$ cat config.mk
export PLATFORM = sky130hd
export DESIGN_NAME = hazard_unit
export DESIGN_NICKNAME = d
export VERILOG_FILES = /design/src/rtl/hazard_unit_pkg.sv /design/src/rtl/fwd_sel.sv /design/src/rtl/hazard_unit.sv
export SDC_FILE = /design/constraint.sdc
export NUM_CORES = 1
export LEC_CHECK = 0
export ABC_AREA = 1
export ABC_CLOCK_PERIOD_IN_PS = 2200
export BUFFER_PORTS_ARGS = -buffer_cell sky130_fd_sc_hd__buf_2
export CAP_MARGIN = 20
export CORE_UTILIZATION = 30
export CTS_BUF_LIST = sky130_fd_sc_hd__clkbuf_8 sky130_fd_sc_hd__clkbuf_16
export CTS_CLUSTER_DIAMETER = 100
export DETAILED_ROUTE_END_ITERATION = 6
export GPL_ROUTABILITY_DRIVEN = 0
export PLACE_DENSITY_LB_ADDON = 0.15
export SLEW_MARGIN = 5
export SYNTH_ARGS = -nofsm -noshare
export SYNTH_HDL_FRONTEND = slang
export SYNTH_SLANG_ARGS = --single-unit
$ cat constraint.sdc
create_clock -name clk -period 2.2 [get_ports clk]
set_clock_uncertainty 0.1 [all_clocks]
set_input_delay 0.44 -clock clk [delete_from_list [all_inputs] [get_ports clk]]
set_output_delay 0.44 -clock clk [all_outputs]
set_load 0.005 [all_outputs]
$ cat src/rtl/hazard_unit_pkg.sv
// Shared pipeline definitions: forward-select encodings, the x0 register
// constant, the shadow-stage record and small helpers used by the hazard
// unit and by the Execute-stage operand multiplexers.
package hazard_unit_pkg;

    // Register-index width of the RV32 register file.
    localparam int REG_W = 5;

    // Architectural zero register: never written, never forwarded.
    localparam logic [REG_W-1:0] REG_X0 = 5'd0;

    // Operand source selects for the Execute operand muxes.
    //   FWD_RD1 : value read from the register file in Decode
    //   FWD_W   : resultW, the value being written back this cycle
    //   FWD_M   : ALU result held in the Memory stage
    typedef enum logic [1:0] {
        FWD_RD1 = 2'b00,
        FWD_W   = 2'b01,
        FWD_M   = 2'b10
    } fwd_sel_e;

    // What the hazard unit remembers about an instruction that has left
    // Execute: which register it targets and whether it really writes it.
    typedef struct packed {
        logic [REG_W-1:0] rd;
        logic             reg_write;
    } shadow_t;

    // True when a later stage will write the register that rs reads.
    // x0 never matches, so it can neither forward nor be a hazard source.
    function automatic logic writes_reg(
        input logic [REG_W-1:0] rd,
        input logic             reg_write,
        input logic [REG_W-1:0] rs
    );
        return reg_write && (rd != REG_X0) && (rd == rs);
    endfunction

    // Execute operand multiplexer driven by a forward select. Kept here so
    // the datapath decodes exactly the encoding the hazard unit produces.
    function automatic logic [31:0] fwd_operand(
        input logic [1:0]  sel,
        input logic [31:0] rd_val,
        input logic [31:0] result_w,
        input logic [31:0] alu_m
    );
        case (sel)
            FWD_W:   return result_w;
            FWD_M:   return alu_m;
            default: return rd_val;
        endcase
    endfunction

endpackage

$ cat src/rtl/fwd_sel.sv
// Forward-source select for one Execute operand. Memory has priority over
// Writeback because it holds the younger producer of the register.
module fwd_sel
    import hazard_unit_pkg::*;
(
    input  logic [REG_W-1:0] RdM,
    input  logic             RegWriteM,
    input  logic [REG_W-1:0] RdW,
    input  logic             RegWriteW,
    input  logic [REG_W-1:0] RsE,
    output logic [1:0]       sel
);

    // Pick the youngest in-flight producer of RsE, else the register file.
    always_comb begin
        sel = FWD_RD1;
        if (writes_reg(RdM, RegWriteM, RsE)) begin
            sel = FWD_M;
        end else if (writes_reg(RdW, RegWriteW, RsE)) begin
            sel = FWD_W;
        end
    end

endmodule

$ cat src/rtl/hazard_unit.sv
// Hazard unit for a five-stage in-order pipeline: operand forwarding,
// load-use stall, branch/jump flush and stall/flush event counters.
//
// The unit shadows the destination and write-enable of the instructions in
// Memory and Writeback itself, so the datapath only has to present the
// Decode and Execute fields. All hazard outputs are combinational from the
// current inputs and that shadow state. While rst is high every output is
// forced to zero so a stall or flush in progress is dropped immediately.
module hazard_unit
    import hazard_unit_pkg::*;
#(
    parameter int CNT_W = 16
) (
    input  logic             clk,
    input  logic             rst,
    input  logic [REG_W-1:0] Rs1D,
    input  logic [REG_W-1:0] Rs2D,
    input  logic [REG_W-1:0] Rs1E,
    input  logic [REG_W-1:0] Rs2E,
    input  logic [REG_W-1:0] RdE,
    input  logic             RegWriteE,
    input  logic             LoadE,
    input  logic             PCSrcE,
    output logic [1:0]       ForwardAE,
    output logic [1:0]       ForwardBE,
    output logic             StallF,
    output logic             StallD,
    output logic             FlushD,
    output logic             FlushE,
    output logic [CNT_W-1:0] stall_cnt,
    output logic [CNT_W-1:0] flush_cnt
);

    localparam logic [CNT_W-1:0] CNT_ONE = {{(CNT_W-1){1'b0}}, 1'b1};
    localparam logic [CNT_W-1:0] CNT_MAX = {CNT_W{1'b1}};

    // Shadow copies of the Memory and Writeback stage destinations.
    shadow_t mem_q;
    shadow_t wb_q;

    // Set when the previous edge flushed ID/EX: the instruction now sitting
    // in Execute is a bubble and must not become a forwarding source.
    logic flush_e_q;

    logic [CNT_W-1:0] stall_cnt_q;
    logic [CNT_W-1:0] flush_cnt_q;

    logic [1:0] fwd_a;
    logic [1:0] fwd_b;
    logic       lw_stall;

    fwd_sel u_fwd_a (
        .RdM       (mem_q.rd),
        .RegWriteM (mem_q.reg_write),
        .RdW       (wb_q.rd),
        .RegWriteW (wb_q.reg_write),
        .RsE       (Rs1E),
        .sel       (fwd_a)
    );

    fwd_sel u_fwd_b (
        .RdM       (mem_q.rd),
        .RegWriteM (mem_q.reg_write),
        .RdW       (wb_q.rd),
        .RegWriteW (wb_q.reg_write),
        .RsE       (Rs2E),
        .sel       (fwd_b)
    );

    // Load-use detection plus stall/flush arbitration; a redirect wins over
    // a load-use stall because the dependent instruction is discarded anyway.
    always_comb begin
        lw_stall  = LoadE && (writes_reg(RdE, RegWriteE, Rs1D) ||
                              writes_reg(RdE, RegWriteE, Rs2D));
        ForwardAE = FWD_RD1;
        ForwardBE = FWD_RD1;
        StallF    = 1'b0;
        StallD    = 1'b0;
        FlushD    = 1'b0;
        FlushE    = 1'b0;
        if (!rst) begin
            ForwardAE = fwd_a;
            ForwardBE = fwd_b;
            if (PCSrcE) begin
                FlushD = 1'b1;
                FlushE = 1'b1;
            end else if (lw_stall) begin
                StallF = 1'b1;
                StallD = 1'b1;
                FlushE = 1'b1;
            end
        end
    end

    // Advance the shadow pipeline; EX/MEM and MEM/WB never stall, and a
    // squashed Execute slot enters Memory with its write-enable cleared.
    always_ff @(posedge clk) begin
        if (rst) begin
            mem_q     <= '0;
            wb_q      <= '0;
            flush_e_q <= 1'b0;
        end else begin
            mem_q.rd        <= RdE;
            mem_q.reg_write <= RegWriteE && !flush_e_q;
            wb_q            <= mem_q;
            flush_e_q       <= FlushE;
        end
    end

    // Saturating event counters: stall cycles and taken redirects.
    always_ff @(posedge clk) begin
        if (rst) begin
            stall_cnt_q <= '0;
            flush_cnt_q <= '0;
        end else begin
            if (StallF && (stall_cnt_q != CNT_MAX)) begin
                stall_cnt_q <= stall_cnt_q + CNT_ONE;
            end
            if (PCSrcE && (flush_cnt_q != CNT_MAX)) begin
                flush_cnt_q <= flush_cnt_q + CNT_ONE;
            end
        end
    end

    // Counters read as zero while reset is held, like every other output.
    assign stall_cnt = rst ? '0 : stall_cnt_q;
    assign flush_cnt = rst ? '0 : flush_cnt_q;

endmodule

* Word level (Yosys, flattened, before mapping)
Cells that the tools add are included.
** Storage, ports and cells
- Bits in registers :: 45
- Input bits :: 30
- Output and inout port bits :: 40
- Logic and storage cells :: 50
** Operators by class
- $add $sub $neg :: 2
- Eq/ne operators :: 8
- Multiplexer cells :: 15
- Reduce and logical (&&, ||, !) cells :: 18
** Operator list (count)
- $add 16x1->16 const B :: 2
- $mux 16 :: 2
- $ne 16x16->1 const B :: 2
- $eq 5x5->1 :: 6
- $reduce_bool 5->1 :: 3
- $logic_and 1x1->1 :: 13
- $mux 1 :: 9
- $mux 2 :: 4
- $logic_not 1->1 :: 1
- $logic_or 1x1->1 :: 1

* Longest topological paths before layout
- Depth in word-level cells :: 9
- Depth in mapped cells :: 11

* Cells and area by module
Synthesis repeated with hierarchy kept, for this count alone.
** Unflattened totals
- Cells, all modules :: 514
- Area total of the unflattened synthesis :: 2956.6 um2
** By module, submodules not included
- hazard_unit :: instances 1, cells an instance 414, area each 2528.7 um2, seq. area each 900.9 um2
- fwd_sel :: instances 2, cells an instance 50, area each 214.0 um2, seq. area each 0.0 um2

* Worst setup path after synthesis
Ideal clock, no wire load.
- Path type :: input-to-output
- Start point :: in RdE[3]
- End point :: out StallF
- Arrival :: 1.253 ns
- Slack :: 0.407 ns
- Cell stages on the path :: 9
- Cells stage by stage :: inv_1 > nand2_1 > nand2_1 > nor2_1 > nand3_1 > nand2_2 > nand2_1 > nor2_4 > buf_4
** On the way
- Word-level cells in the longest chain between the ends :: 8
- Elaborated cells between the ends (all ways) :: 11
- Classes of those cells :: eq/ne: 2; mux: 3; reduce/logical: 6
** RTL lines
- from (decl) :: RTL line hazard_unit.sv:20 : input logic [REG_W-1:0] RdE,
- $reduce_bool 5->1 :: RTL line hazard_unit_pkg.sv:36 : return reg_write && (rd != REG_X0) && (rd == rs);
- $logic_and 1x1->1 (2 in a row) :: RTL line hazard_unit_pkg.sv:36
- $logic_or 1x1->1 * :: RTL line hazard_unit.sv:73 : lw_stall = LoadE && (writes_reg(RdE, RegWriteE, Rs1D) ||
- $logic_and 1x1->1 * :: RTL line hazard_unit.sv:73
- $mux 1 * (3 in a row)
- to (decl) :: RTL line hazard_unit.sv:26 : output logic StallF,
Mark *: on every way between the ends. The rest lies on a longest branch, timed or not.

* Worst setup path after layout
- Start point :: reg mem_q[3] (netlist name)
- End point :: out ForwardBE[0]
** On the way
- Word-level cells in the longest chain between the ends :: 5
- Elaborated cells between the ends (all ways) :: 6
- Classes of those cells :: eq/ne: 1; mux: 2; reduce/logical: 3
** RTL lines
- from (decl) :: RTL line hazard_unit.sv:38 : shadow_t mem_q;
- $reduce_bool 5->1 :: RTL line hazard_unit_pkg.sv:36
- $logic_and 1x1->1 :: RTL line hazard_unit_pkg.sv:36
- $logic_and 1x1->1 * :: RTL line hazard_unit_pkg.sv:36
- $mux 2 * :: RTL line fwd_sel.sv:17 : if (writes_reg(RdM, RegWriteM, RsE)) begin
- $mux 2 * :: RTL line hazard_unit.sv:81 : if (!rst) begin
- to (decl) :: RTL line hazard_unit.sv:25 : output logic [1:0] ForwardBE,
Marked as above.

==> impl_metrics.yaml <==
cells_and_area:
  nets: 573
  num_antenna_cells: 0
  drive_above_1_share_pct: 19.0
  fin_util_pct: 37.2
  fin_cells: 653
  syn_to_final_growth_pct: 20.7
  final_cell_mix: "nand2_1 (106), nor2_1 (103), inv_1 (75)"
  final_common_cell: "nand2_1"
floorplan:
  core_area_um2: 9200
  start_util_pct: 30.9
  fp.dieH_um: 99.3
  io_pins: 70
  dieArea_um2: 9850
  die_w_um: 99.3
  num_rows: 35
timing:
  finalCritPeriodShare_pct: 92.9
  max_slew_margin_pct: 44.3
  slew_viol_final: 0
  hold_viol: 0
  fin_tns_setup_ns: 0
  period_needed_ns: 2.04
  setup_violations: 0
  rsz0062_at_grt: "false"
  tightest_slew_ns: 0.835
  max_freq_ghz: 0.489
place:
  dp_hpwl_um: 5710
  io_buffer_count: 69
  placedCellCount: 645
clock_tree:
  cts_buffers: 5
  clkTransAtPathRegs_ns: 0.09
  cts_hold_buf: 0
  clockBufferDepth: 2
  cts_setup_buffers: 0
  h-tree-depth: 2
  clk_latency_ns: 0.30
  clock_sinks: 45
  root_buffer: "clkbuf_8"
  cts_tree: "done"
synthesis:
  ys.flop_type: "dfxtp_1"
  syn_inst: 469
  synth.area.top_cells: "dfxtp_1 (32%), nand2_1 (14%), nor2_1 (14%)"
  synthArstFlopShare_pct: 0
  syn_nets: 501
  synthDistinctLibCells: 32
  synth_top_area_share_pct: 31.7
  synth_edf_count: 0
  syn_area_um2: 2840
  yosysSeqAreaShare_pct: 31.7
  syn_area_per_cell_um2: 6.05
  ys_ff_latch: 45
  ys_warn_count: 0
  yosys.area.top_type: "dfxtp_1"
grt:
  track_usage_pct: 15.3
  antenna_found_initial: 0
  grt_max_degree: 28
  grt_pass1_vias: 2803
  grt-ovfl-total: 0
  use_met1_pct: 18.5
  grt.busiest_layer: "met2"
  gr-usage-met3_pct: 2.74
  use_met2_pct: 27.8
  grt_pass1_wl_um: 12300
setup_path:
  crit_buf_inv: 2
  arrival_ns: 1.50
  crit_type: "reg2out"
  reg2reg_depth: 9
  crit_start: "mem_q[3]"
  crit_fanout: 3
  end_kind: "output port"
  critPathRequiredTime_ns: 1.66
  crit_family: "simple AND/OR/NAND/NOR gates"
  crit_path_top_delay_cell: "dfxtp_1"
  crit_chain: "xnor2_1 > nand3_1 > nor4_1 > nand2_1 > inv_1 > nor2_1 > buf_2"
  cp-start-kind: "flip-flop"
  reg2reg_from: "flush_cnt_q[0]"
  slowest_delay_ns: 0.42
  crit_cells: 7
outcome:
  status: "finished clean"
route:
  wire_per_inst_um: 11.2
  routed_wl_um: 7300
  drt_iter0_markers: 78
  drcViolationCount: 0
  first_pass_iters: 4
  drtAntennaViolNets: 0
  routed_via_density: 4.58
  vias: 2994
power:
  vdd_drop_max_mv: 0.203
  power_density_nw_per_um2: 463
  cellLeakagePower_nw: 1.62
hold_path:
  min_path_type: "reg2reg"
  min_from: "flush_e_q"
  min_path_cells: 1
run:
  cap_violations: 0
## registers in the layout (all words and copies together) (netlist names)
signal / count
stall_cnt_q: 16
flush_cnt_q: 16
wb_q: 6
flush_e_q: 1
mem_q: 6
## per-layer routing
metal / vias up / share of wire, %
met5: - / 0
met4: 0 / 1.0
met3: 6 / 3.6
met2: 52 / 48
met1: 1338 / 47
li1: 1598 / -
## stage by stage
step / worst slack (ns) / area (um^2) / power, mW / hold slack [ns]
after floorplan: 0.407 / 2840 / 0.976 / 0.267
after global placement: 0.228 / 3320 / 1.05 / 0.277
after detailed placement: 0.205 / 3320 / 1.06 / 0.279
after CTS: 0.108 / 3420 / 1.62 / 0.280
after global routing: 0.0305 / 3420 / 1.68 / 0.279
final: 0.155 / 3420 / 1.59 / 0.289
## Yosys cell counts, types with 2 or more instances
cell type,count
o22ai_1,3
inv_1,76
nor3b_1,3
buf_4,2
a211oi_1,2
inv_2,2
nand4_1,15
ha_1,2
nor3_2,3
clkbuf_1,3
buf_1,4
xor2_1,8
nand2_2,2
nand2_1,106
nor2_2,5
nor3_1,11
dfxtp_1,45
nor2_1,103
nand3_1,25
o21ai_0,12
nor2_4,3
xnor2_1,6
a21oi_1,19
## worst paths after layout
path	endpoint	slack [ns]
setup / recovery	ForwardBE[0]	0.16
hold / removal	mem_q[0]	0.29
setup reg to reg	flush_cnt_q[6]	0.30
hold reg to reg	mem_q[0]	0.29
## timing repair
| action | in CTS | in global routing |
|---|---|---|
| hold endpoints to repair | 0 | 0 |
| endpoints found under the setup margin | 0 | 1 |
| resized for setup | 0 | 2 |
## cell type report
class / count / area, um^2
fillers: 1011 / 5770
multi-input cells: 336 / 1610
flip-flops and latches: 45 / 901
repair buffers: 75 / 390
inverters: 78 / 293
well taps: 111 / 139
clock buffers: 6 / 82.6
clock inverters: 2 / 13.8
## where the power goes
| part | switching [mW] | total (mW) | internal (mW) |
|---|---|---|---|
| Clock | 0.295 | 0.550 | 0.255 |
| Sequential | 0.0132 | 0.843 | 0.829 |
| Combinational | 0.117 | 0.193 | 0.0757 |
| Total | 0.425 | 1.59 | 1.16 |
## logic make-up after synthesis
group	count (synthesis)	share of synthesized area (%)
XOR/XNOR	14	4.32
AO/OA/AOI/OAI	39	7.45
adder cells (fa/ha/maj)	2	0.882
buffers and inverters	88	11.9
flip-flops	45	31.7
AND/OR/NAND/NOR	281	43.7
Power figures use the tool's default switching activity.
